### src/rtl/wb_stage_regfile_pkg.sv
// Shared types and constants for the write-back stage and register file.
// Covers the write-back source encoding, the load funct3 codes and the bubble encoding.
package wb_pkg;

    typedef enum logic [1:0] {
        WB_ALU  = 2'b00,
        WB_LOAD = 2'b01,
        WB_IMM  = 2'b10,
        WB_PC4  = 2'b11
    } regin_e;

    localparam logic [2:0] F3_LB  = 3'b000;
    localparam logic [2:0] F3_LH  = 3'b001;
    localparam logic [2:0] F3_LW  = 3'b010;
    localparam logic [2:0] F3_LBU = 3'b100;
    localparam logic [2:0] F3_LHU = 3'b101;

    localparam logic [31:0] NOP_BUBBLE = 32'h0000_0000;

endpackage

### src/rtl/wb_stage_regfile_load_align.sv
// Combinational load alignment: picks the addressed byte or half from the read word,
// sign/zero-extends it, and flags alignment violations. Unknown funct3 behaves as LW.
module wb_load_align
    import wb_pkg::*;
#(
    parameter int XLEN = 32
) (
    input  logic [XLEN-1:0] rdata,
    input  logic [1:0]      off,
    input  logic [2:0]      funct3,
    output logic [XLEN-1:0] data,
    output logic            misaligned
);

    logic [7:0]  byte_s;
    logic [15:0] half_s;

    // Byte and halfword lane selection from the byte offset
    always_comb begin
        byte_s = rdata[7:0];
        case (off)
            2'b00:   byte_s = rdata[7:0];
            2'b01:   byte_s = rdata[15:8];
            2'b10:   byte_s = rdata[23:16];
            2'b11:   byte_s = rdata[31:24];
            default: byte_s = rdata[7:0];
        endcase
        if (off[1]) begin
            half_s = rdata[31:16];
        end else begin
            half_s = rdata[15:0];
        end
    end

    // Extension and misalignment detection by access size
    always_comb begin
        data       = rdata;
        misaligned = 1'b0;
        case (funct3)
            F3_LB:   data = {{(XLEN-8){byte_s[7]}}, byte_s};
            F3_LBU:  data = {{(XLEN-8){1'b0}}, byte_s};
            F3_LH: begin
                data       = {{(XLEN-16){half_s[15]}}, half_s};
                misaligned = off[0];
            end
            F3_LHU: begin
                data       = {{(XLEN-16){1'b0}}, half_s};
                misaligned = off[0];
            end
            default: begin
                data       = rdata;
                misaligned = (off != 2'b00);
            end
        endcase
    end

endmodule

### src/rtl/wb_stage_regfile.sv
// Write-back stage plus 32x32 integer register file with same-cycle read bypass,
// retired/invalid instruction counters and a registered misaligned-load pulse.
module wb_stage_regfile
    import wb_pkg::*;
#(
    parameter int XLEN   = 32,
    parameter int NREGS  = 32,
    parameter int CNT_W  = 64,
    parameter int BYPASS = 1
) (
    input  logic             clk,
    input  logic             reset,
    input  logic             memtoreg_in,
    input  logic             regwrite_in,
    input  logic [1:0]       regin_in,
    input  logic [XLEN-1:0]  ALUout_in,
    input  logic [XLEN-1:0]  Rdata_in,
    input  logic [XLEN-1:0]  immgen_in,
    input  logic [XLEN-1:0]  PC_plus4_in,
    input  logic [31:0]      inst_data_in,
    input  logic [XLEN-1:0]  Data_addr_in,
    input  logic             invalid_in,
    input  logic [4:0]       rs1_addr_i,
    input  logic [4:0]       rs2_addr_i,
    output logic [XLEN-1:0]  rs1_data_o,
    output logic [XLEN-1:0]  rs2_data_o,
    output logic             wb_en_o,
    output logic [4:0]       wb_rd_o,
    output logic [XLEN-1:0]  wb_data_o,
    output logic             misalign_o,
    output logic [CNT_W-1:0] instret_o,
    output logic [CNT_W-1:0] invalid_cnt_o
);

    logic [XLEN-1:0]  regs_r [0:NREGS-1];
    logic [CNT_W-1:0] instret_r;
    logic [CNT_W-1:0] invalid_cnt_r;
    logic             misalign_r;

    logic [XLEN-1:0]  load_data_s;
    logic             load_mis_s;
    logic             load_sel_s;
    logic             misaligned_s;
    logic [XLEN-1:0]  wb_data_s;
    logic [4:0]       wb_rd_s;
    logic             wb_en_s;
    logic             valid_inst_s;
    logic             retire_s;
    logic             inval_s;
    logic [XLEN-1:0]  rs1_data_s;
    logic [XLEN-1:0]  rs2_data_s;
    logic             unused_s;

    assign unused_s = ^{inst_data_in[31:15], inst_data_in[6:0], Data_addr_in[XLEN-1:2]};

    wb_load_align #(.XLEN(XLEN)) u_load_align (
        .rdata      (Rdata_in),
        .off        (Data_addr_in[1:0]),
        .funct3     (inst_data_in[14:12]),
        .data       (load_data_s),
        .misaligned (load_mis_s)
    );

    assign load_sel_s   = memtoreg_in | (regin_in == WB_LOAD);
    assign misaligned_s = load_sel_s & load_mis_s;
    assign wb_rd_s      = inst_data_in[11:7];
    assign wb_en_s      = regwrite_in & ~invalid_in & ~misaligned_s & (wb_rd_s != 5'd0);
    assign valid_inst_s = (inst_data_in != NOP_BUBBLE);
    assign retire_s     = valid_inst_s & ~invalid_in;
    assign inval_s      = valid_inst_s & invalid_in;

    // Write-back source select; memtoreg overrides regin
    always_comb begin
        wb_data_s = ALUout_in;
        if (memtoreg_in) begin
            wb_data_s = load_data_s;
        end else begin
            case (regin_e'(regin_in))
                WB_ALU:  wb_data_s = ALUout_in;
                WB_LOAD: wb_data_s = load_data_s;
                WB_IMM:  wb_data_s = immgen_in;
                WB_PC4:  wb_data_s = PC_plus4_in;
                default: wb_data_s = ALUout_in;
            endcase
        end
    end

    // Read ports: x0 is hardwired zero, then bypass, then array
    always_comb begin
        rs1_data_s = regs_r[rs1_addr_i];
        rs2_data_s = regs_r[rs2_addr_i];
        if (rs1_addr_i == 5'd0) begin
            rs1_data_s = {XLEN{1'b0}};
        end else if ((BYPASS != 0) && wb_en_s && (rs1_addr_i == wb_rd_s)) begin
            rs1_data_s = wb_data_s;
        end else begin
            rs1_data_s = regs_r[rs1_addr_i];
        end
        if (rs2_addr_i == 5'd0) begin
            rs2_data_s = {XLEN{1'b0}};
        end else if ((BYPASS != 0) && wb_en_s && (rs2_addr_i == wb_rd_s)) begin
            rs2_data_s = wb_data_s;
        end else begin
            rs2_data_s = regs_r[rs2_addr_i];
        end
    end

    // Register array; entry 0 is never written
    always_ff @(posedge clk or posedge reset) begin
        if (reset) begin
            for (int i = 0; i < NREGS; i++) begin
                regs_r[i] <= {XLEN{1'b0}};
            end
        end else if (wb_en_s) begin
            regs_r[wb_rd_s] <= wb_data_s;
        end
    end

    // Retire/invalid counters and misaligned pulse
    always_ff @(posedge clk or posedge reset) begin
        if (reset) begin
            instret_r     <= {CNT_W{1'b0}};
            invalid_cnt_r <= {CNT_W{1'b0}};
            misalign_r    <= 1'b0;
        end else begin
            instret_r     <= instret_r + {{(CNT_W-1){1'b0}}, retire_s};
            invalid_cnt_r <= invalid_cnt_r + {{(CNT_W-1){1'b0}}, inval_s};
            misalign_r    <= misaligned_s & valid_inst_s;
        end
    end

    assign rs1_data_o    = rs1_data_s;
    assign rs2_data_o    = rs2_data_s;
    assign wb_en_o       = wb_en_s;
    assign wb_rd_o       = wb_rd_s;
    assign wb_data_o     = wb_data_s;
    assign misalign_o    = misalign_r;
    assign instret_o     = instret_r;
    assign invalid_cnt_o = invalid_cnt_r;

endmodule

### config.mk
export PLATFORM = sky130hd
export DESIGN_NAME = wb_stage_regfile
export DESIGN_NICKNAME = d
export VERILOG_FILES = /design/src/rtl/wb_stage_regfile_pkg.sv /design/src/rtl/wb_stage_regfile_load_align.sv /design/src/rtl/wb_stage_regfile.sv
export SDC_FILE = /design/constraint.sdc
export NUM_CORES = 2
export LEC_CHECK = 0
export BUFFER_PORTS_ARGS = -buffer_cell sky130_fd_sc_hd__buf_2
export CORE_AREA = 2 2 245 428
export CTS_CLUSTER_DIAMETER = 30
export DETAILED_ROUTE_END_ITERATION = 10
export DIE_AREA = 0 0 247 430
export PLACE_DENSITY = 0.81
export SETUP_SLACK_MARGIN = 0.15
export SLEW_MARGIN = 10
export SYNTH_ARGS = -nofsm -noshare
export SYNTH_HDL_FRONTEND = slang
export SYNTH_SLANG_ARGS = --single-unit
### constraint.sdc
create_clock -name clk -period 46.7 [get_ports clk]
set_input_delay 0 -clock clk [delete_from_list [all_inputs] [get_ports clk]]
set_output_delay 0 -clock clk [all_outputs]
set_load 0.01 [all_outputs]
# Word-level counts from Yosys, hierarchy flattened
# Index checks and enable logic that the tools add are counted.
# W data, S select, Z words.
[totals] regBits=1153 elab_cells=97 inputBits=209
[op_classes] reduce_logical=13 n_eq_ne=11 addsub=2 magnitude_cmp=4 mux=19 n_bitwise=13
[op_table] op="$bwmux W1024" count=1
[op_table] op="$bmux W32 S5" count=2
[op_table] op="$mux W32" count=10
[op_table] op="$pmux W32 S4" count=2
[op_table] op="$demux W32 S5" count=1
[op_table] op="$add A64 B1 Y64" count=2
[op_table] op="$pmux W8 S4" count=1
[op_table] op="$reduce_bool A32 Y1" count=1
[op_table] op="$ge A6 B6 Y1 const B" count=3
[op_table] op="$not A5 Y6" count=3
[op_table] op="$mux W16" count=1
[op_table] op="$eq A5 B5 Y1" count=2
[op_table] op="$logic_not A5 Y1" count=2
[op_table] op="$eq A2 B2 Y1 const B" count=4
[op_table] op="$and A1 B1 Y1" count=7
[op_table] op="$eq A3 B3 Y1 const B" count=2
[op_table] op="$lt A6 B1 Y1 const B" count=1
[op_table] op="$reduce_bool A5 Y1" count=1
[op_table] op="$eq A2 B1 Y1 const B" count=2
[op_table] op="$logic_not A2 Y1" count=2
[op_table] op="$reduce_or A2 Y1" count=2
[op_table] op="$eq A3 B1 Y1 const B" count=1
[op_table] op="$logic_and A1 B1 Y1" count=3
[op_table] op="$logic_not A3 Y1" count=1
[op_table] op="other kinds (4)" count=5

# Logic depth before layout (Yosys ltp)
[logic_depth] ltp_word=10 ltp_mapped=13 mapped_depth_nobuf=11

# Cells and area by module
# Synthesis repeated with hierarchy kept, for this count alone.
[hier_totals] hier_cells=5550 area_unflattened_um2=60915.9
[modules_own_cells] module="wb_stage_regfile" area_per_inst_um2=60042.6 instances=1 cells_each=5423
[modules_own_cells] module="wb_load_align" area_per_inst_um2=873.3 instances=1 cells_each=127

# Worst setup path after synthesis
# OpenSTA, ideal clock, no wires.
[synth_path] path_kind="input to register" from="input port inst_data_in[11]" to="register invalid_cnt_r[34], in the netlist invalid_cnt_o[34]" path_stages=13 t_arrival_ps=2118 path_slack_ps=44450 path_cell_list="buf_2 nor3_2 nand2_1 nor3_1 nor2b_1 ha_1 ha_1 inv_1 nor2_1 nand4_1 clkbuf_1 nor3_1 xor2_1"
[synth_via] elab_chain_len=3
[synth_lines] element="start, declared" line_no="wb_stage_regfile.sv:20" rtl="input logic [31:0] inst_data_in,"
[synth_lines] element="$reduce_bool A32 Y1" line_no="wb_stage_regfile.sv:68" rtl="assign valid_inst_s = (inst_data_in != NOP_BUBBLE);"
[synth_lines] element="$and A1 B1 Y1" line_no="wb_stage_regfile.sv:70" rtl="assign inval_s = valid_inst_s & invalid_in;"
[synth_lines] element="$add A64 B1 Y64" line_no="wb_stage_regfile.sv:127" rtl="invalid_cnt_r <= invalid_cnt_r + {{(CNT_W-1){1'b0}}, inval_s};"
[synth_lines] element="end signal, assigned" line_no="wb_stage_regfile.sv:123" rtl="invalid_cnt_r <= {CNT_W{1'b0}};"
[synth_lines] element="end signal, assigned" line_no="wb_stage_regfile.sv:127"
[synth_lines] element="end, declared" line_no="wb_stage_regfile.sv:37" rtl="logic [CNT_W-1:0] invalid_cnt_r;"
# No other way between the ends.
# A chain may end at the register's enable or synchronous reset.

# Final worst setup path
[layout_path] from="input port rs2_addr_i[0]" to="output port rs2_data_o[5]"
[layout_via] elab_chain_len=6 elab_cells_between_ends=9 cone_classes="eq/ne (1); mux (5); bitwise (1); reduce/logical (2)"
[layout_lines] element="start, declared" line_no="wb_stage_regfile.sv:24" rtl="input logic [4:0] rs2_addr_i,"
[layout_lines] element="$not A5 Y6 (implied by the code)" line_no="wb_stage_regfile.sv:104" rtl="rs2_data_s = regs_r[rs2_addr_i];"
[layout_lines] element="$bmux W32 S5" line_no="wb_stage_regfile.sv:104"
[layout_lines] element="$mux W32 (implied by the code) (2 in a row)" line_no="wb_stage_regfile.sv:104"
[layout_lines] element="$mux W32" line_no="wb_stage_regfile.sv:101" rtl="end else if ((BYPASS != 0) && wb_en_s && (rs2_addr_i == wb_rd_s)) begin"
[layout_lines] element="$mux W32 (*)" line_no="wb_stage_regfile.sv:99" rtl="if (rs2_addr_i == 5'd0) begin"
[layout_lines] element="end, declared" line_no="wb_stage_regfile.sv:26" rtl="output logic [XLEN-1:0] rs2_data_o,"
# Mark *: on every way between the ends. The rest lies on a longest branch, timed or not. The select of a mux whose other input is x is not followed.

==> flow_summary_export.csv <==
group,metric,value,unit
routing,first_pass_iters,9,
sta,setup_ws,42270,ps
die,die-area,106000,um2
clocking,clkSinkCount,1153,
yosys,async_flop_share,1.00,
yosys,syn_avg_cell_area,10.8,um2
yosys,synth_edf_count,0,
routing,first_iter_violations,6412,
global_route,grt_pass1_vias,52500,
clocking,clkSlewWorstSetupHoldPaths,60,ps
job,timing.max_cap.violations,0,
power,p_int,0.00203,W
critical_path,arrival,4430,ps
sta,period_share,0.0948,
sta,worst_pin_slew,1350,ps
die,start_util,0.594,
critical_path,end_kind,"primary output",
clocking,numCtsBuffers,147,
power,worst_ir_drop_vdd,0.0455,mV
sta,slew_violations,0,
placed_design,hpwl,132000,um
die,fp.dieH,430,um
die,ios,440,
critical_path,crit_type,"in2out",
placed_design,gp_congestion,0.999,
yosys,syn-num-nets,5854,
power,power.switching,0.000842,W
power,p_seq_frac,0.421,
power,power.leakage,30.9,nW
global_route,antenna_found_initial,17,
clocking,clockBufferDepth,3,
yosys,synth_cell_types,80,
layout,multi_input_area,30000,um2
routing,drcViolationCount,0,
die,num_rows,156,
die,core_area,103000,um2
clocking,cts_htree_levels,4,
layout,regArea,28900,um2
critical_path,path_max_fanout,71,
yosys,netlist_instances,5641,
clocking,cts_root_buf,"clkbuf_16",
sta,rsz0062_at_grt,"false",
global_route,grt_first_pass_wirelength,317000,um
layout,fin_nets,6020,
critical_path,r2r_cells,5,
die,die_w,247,um
sta,clock_skew,27.3,ps
yosys,yosysWarnings,0,
clocking,clk_latency,800,ps
layout,area_delta_synth_final,13.5,%
power,p_sw_frac,0.293,
sta,hold_viol,0,
power,p_clk_frac,0.418,
sta,tns,0,ps
hold_path,hp-class,"in2reg",
placed_design,port_buffers,409,
yosys,seq_area_frac_synth,0.472,
hold_path,worstHoldPathCells,6,
power,p_comb_frac,0.161,
critical_path,critPathLaunchType,"primary input",
routing,vias,51400,
layout,fillers,7150,
sta,clock.fmax,226,MHz
global_route,grt_max_degree,183,
run_status,status,"complete, no violations",
layout,layout-drive-gt1-share,0.244,
clocking,cts_resized,0,
routing,wirelength,212000,um
clocking,cts_tree,"done",
global_route,grt_use_total,0.404,
yosys,synth_ff_type,"dfrtp_1",
sta,min_period,4430,ps
yosys,netlist_area,61100,um2
sta,finalSetupViolCount,0,
critical_path,required,46700,ps
clocking,post_cts_buffers,0,
sta,max_slew_margin,0.100,
power,power.density,41.3,nW/um2
global_route,gr-total-overflow,0,
routing,ant_nets,0,
placed_design,pre_cts_ws,42260,ps
yosys,ys_seq_elements,1153,
routing,avgRoutedWirePerCell,29.1,um
routing,via_per_inst,7.06,
-- area by class of cell --
type                            count  share of cell area
Multi-Input combinational cell   3876               0.432
Tap cell                         1343              0.0242
Timing Repair Buffer              569              0.0495
Inverter                           60             0.00335
Antenna cell                        7            0.000252
Clock inverter                     94              0.0160
Sequential cell                  1153               0.416
Clock buffer                      179              0.0587
-- cells by family (layout without fill, tap and decap cells) --
kind of cell | after synthesis | after routing | synth area share
and+or+nand+nor | 1605 | 1605 | 0.113
AOI/OAI and AO/OA | 1420 | 1420 | 0.140
DFF | 1153 | 1153 | 0.472
muxes | 713 | 713 | 0.212
buffers and inverters | 612 | 902 | 0.0432
xor gates and xnor gates | 134 | 134 | 0.0192
adders and majority gates | 4 | 4 | 0.000819
other | 0 | 7 | 0
-- critical path: stages --
cell and delay, ps:
buf_8 580, buf_4 690, buf_4 700, buf_4 730, mux4_2 370, nor2_1 50, nor4_1 530, nor2_1 140
mux2i_1 270, buf_2 200
-- metrics by stage --
step,instances,hold WS (ps),instance area (um2),util,total power [W]
global route,7280,27.9,69400,0.675,0.00296
CTS,7274,1.08,69400,0.675,0.00285
global placement,6977,209,64000,0.622,0.00163
finish,7281,14.2,69400,0.675,0.00287
floorplan,5641,91.8,61100,-,0.00151
detailed placement,6977,229,64000,0.622,0.00166
-- cell usage in the layout, fill, tap and decap left out, types with 43 or more instances in the layout --
cell type	count
nor4_1	57
nor2_1	132
mux2_2	103
xnor2_1	70
mux4_2	456
inv_1	56
xor2_1	64
nand2_1	1107
mux2i_1	154
buf_2	403
clkbuf_16	152
nor3_1	50
o22ai_1	112
a22oi_1	48
nand4_1	43
dfrtp_1	1153
buf_4	130
o21ai_0	997
nand3_1	64
-- synth_stat cells (all sizes together) (15+ instances only) --
cell type / count / share of area
o2111ai: 16 / 0.0033
a211oi: 19 / 0.0023
mux2i: 154 / 0.025
a22oi: 52 / 0.0067
dfrtp: 1153 / 0.47
o22a: 15 / 0.0021
o211ai: 16 / 0.0027
nor2: 135 / 0.0086
nand4: 43 / 0.0044
nor4: 58 / 0.0060
a221o: 21 / 0.0034
o22ai: 113 / 0.012
a21oi: 23 / 0.0021
and2: 20 / 0.0020
mux4: 456 / 0.17
clkbuf: 341 / 0.021
mux2: 103 / 0.019
nor2b: 36 / 0.0037
a22o: 33 / 0.0047
buf: 211 / 0.018
xor2: 64 / 0.0092
a221oi: 27 / 0.0083
nor3: 55 / 0.0049
nand2b: 18 / 0.0018
o21ai: 1028 / 0.084
nand3: 64 / 0.0052
inv: 59 / 0.0036
xnor2: 70 / 0.010
nand2: 1109 / 0.068
-- power by group through the flow --
stage | Clock, W | Combinational, W | Sequential (W)
2_1_floorplan | 0 | 0.000314 | 0.00120
3_3_place_gp | 0 | 0.000430 | 0.00121
3_5_place_dp | 0 | 0.000445 | 0.00122
4_1_cts | 0.00120 | 0.000454 | 0.00120
5_1_grt | 0.00124 | 0.000497 | 0.00122
6_report | 0.00120 | 0.000462 | 0.00121
-- timing repair --
action	4_1_cts	5_1_grt
hold buffers	24	0
setup endpoints to repair	0	0
hold endpoints to repair	576	0
-- state kept, by name, indices dropped and copies added (netlist names) --
name / flops
misalign_o: 1
regs_r: 1024
invalid_cnt_o: 64
instret_o: 64
-- path summary, 6_finish.rpt --
path | start | slack (ps) | end
worst min register to register | regs_r[1012] | 390 | regs_r[1012]
min in group asynchronous | reset | 520 | invalid_cnt_o[60]
worst max register to register | invalid_cnt_o[29] | 44050 | invalid_cnt_o[61]
worst min-delay path | PC_plus4_in[4] | 10 | regs_r[324]
worst max-delay path | rs2_addr_i[0] | 42270 | rs2_data_o[5]
max in group asynchronous | reset | 42970 | regs_r[735]
-- metal layers --
metal	share of wire	wire, um	up-vias	GRT usage
met5	0.00033	70	-	0
met4	0.10	22100	12	0.348
met3	0.12	26500	1341	0.131
met2	0.46	97800	4137	0.621
met1	0.31	65500	25000	0.451
li1	-	-	20900	-
Note: power is estimated with default switching activity, not from simulation.
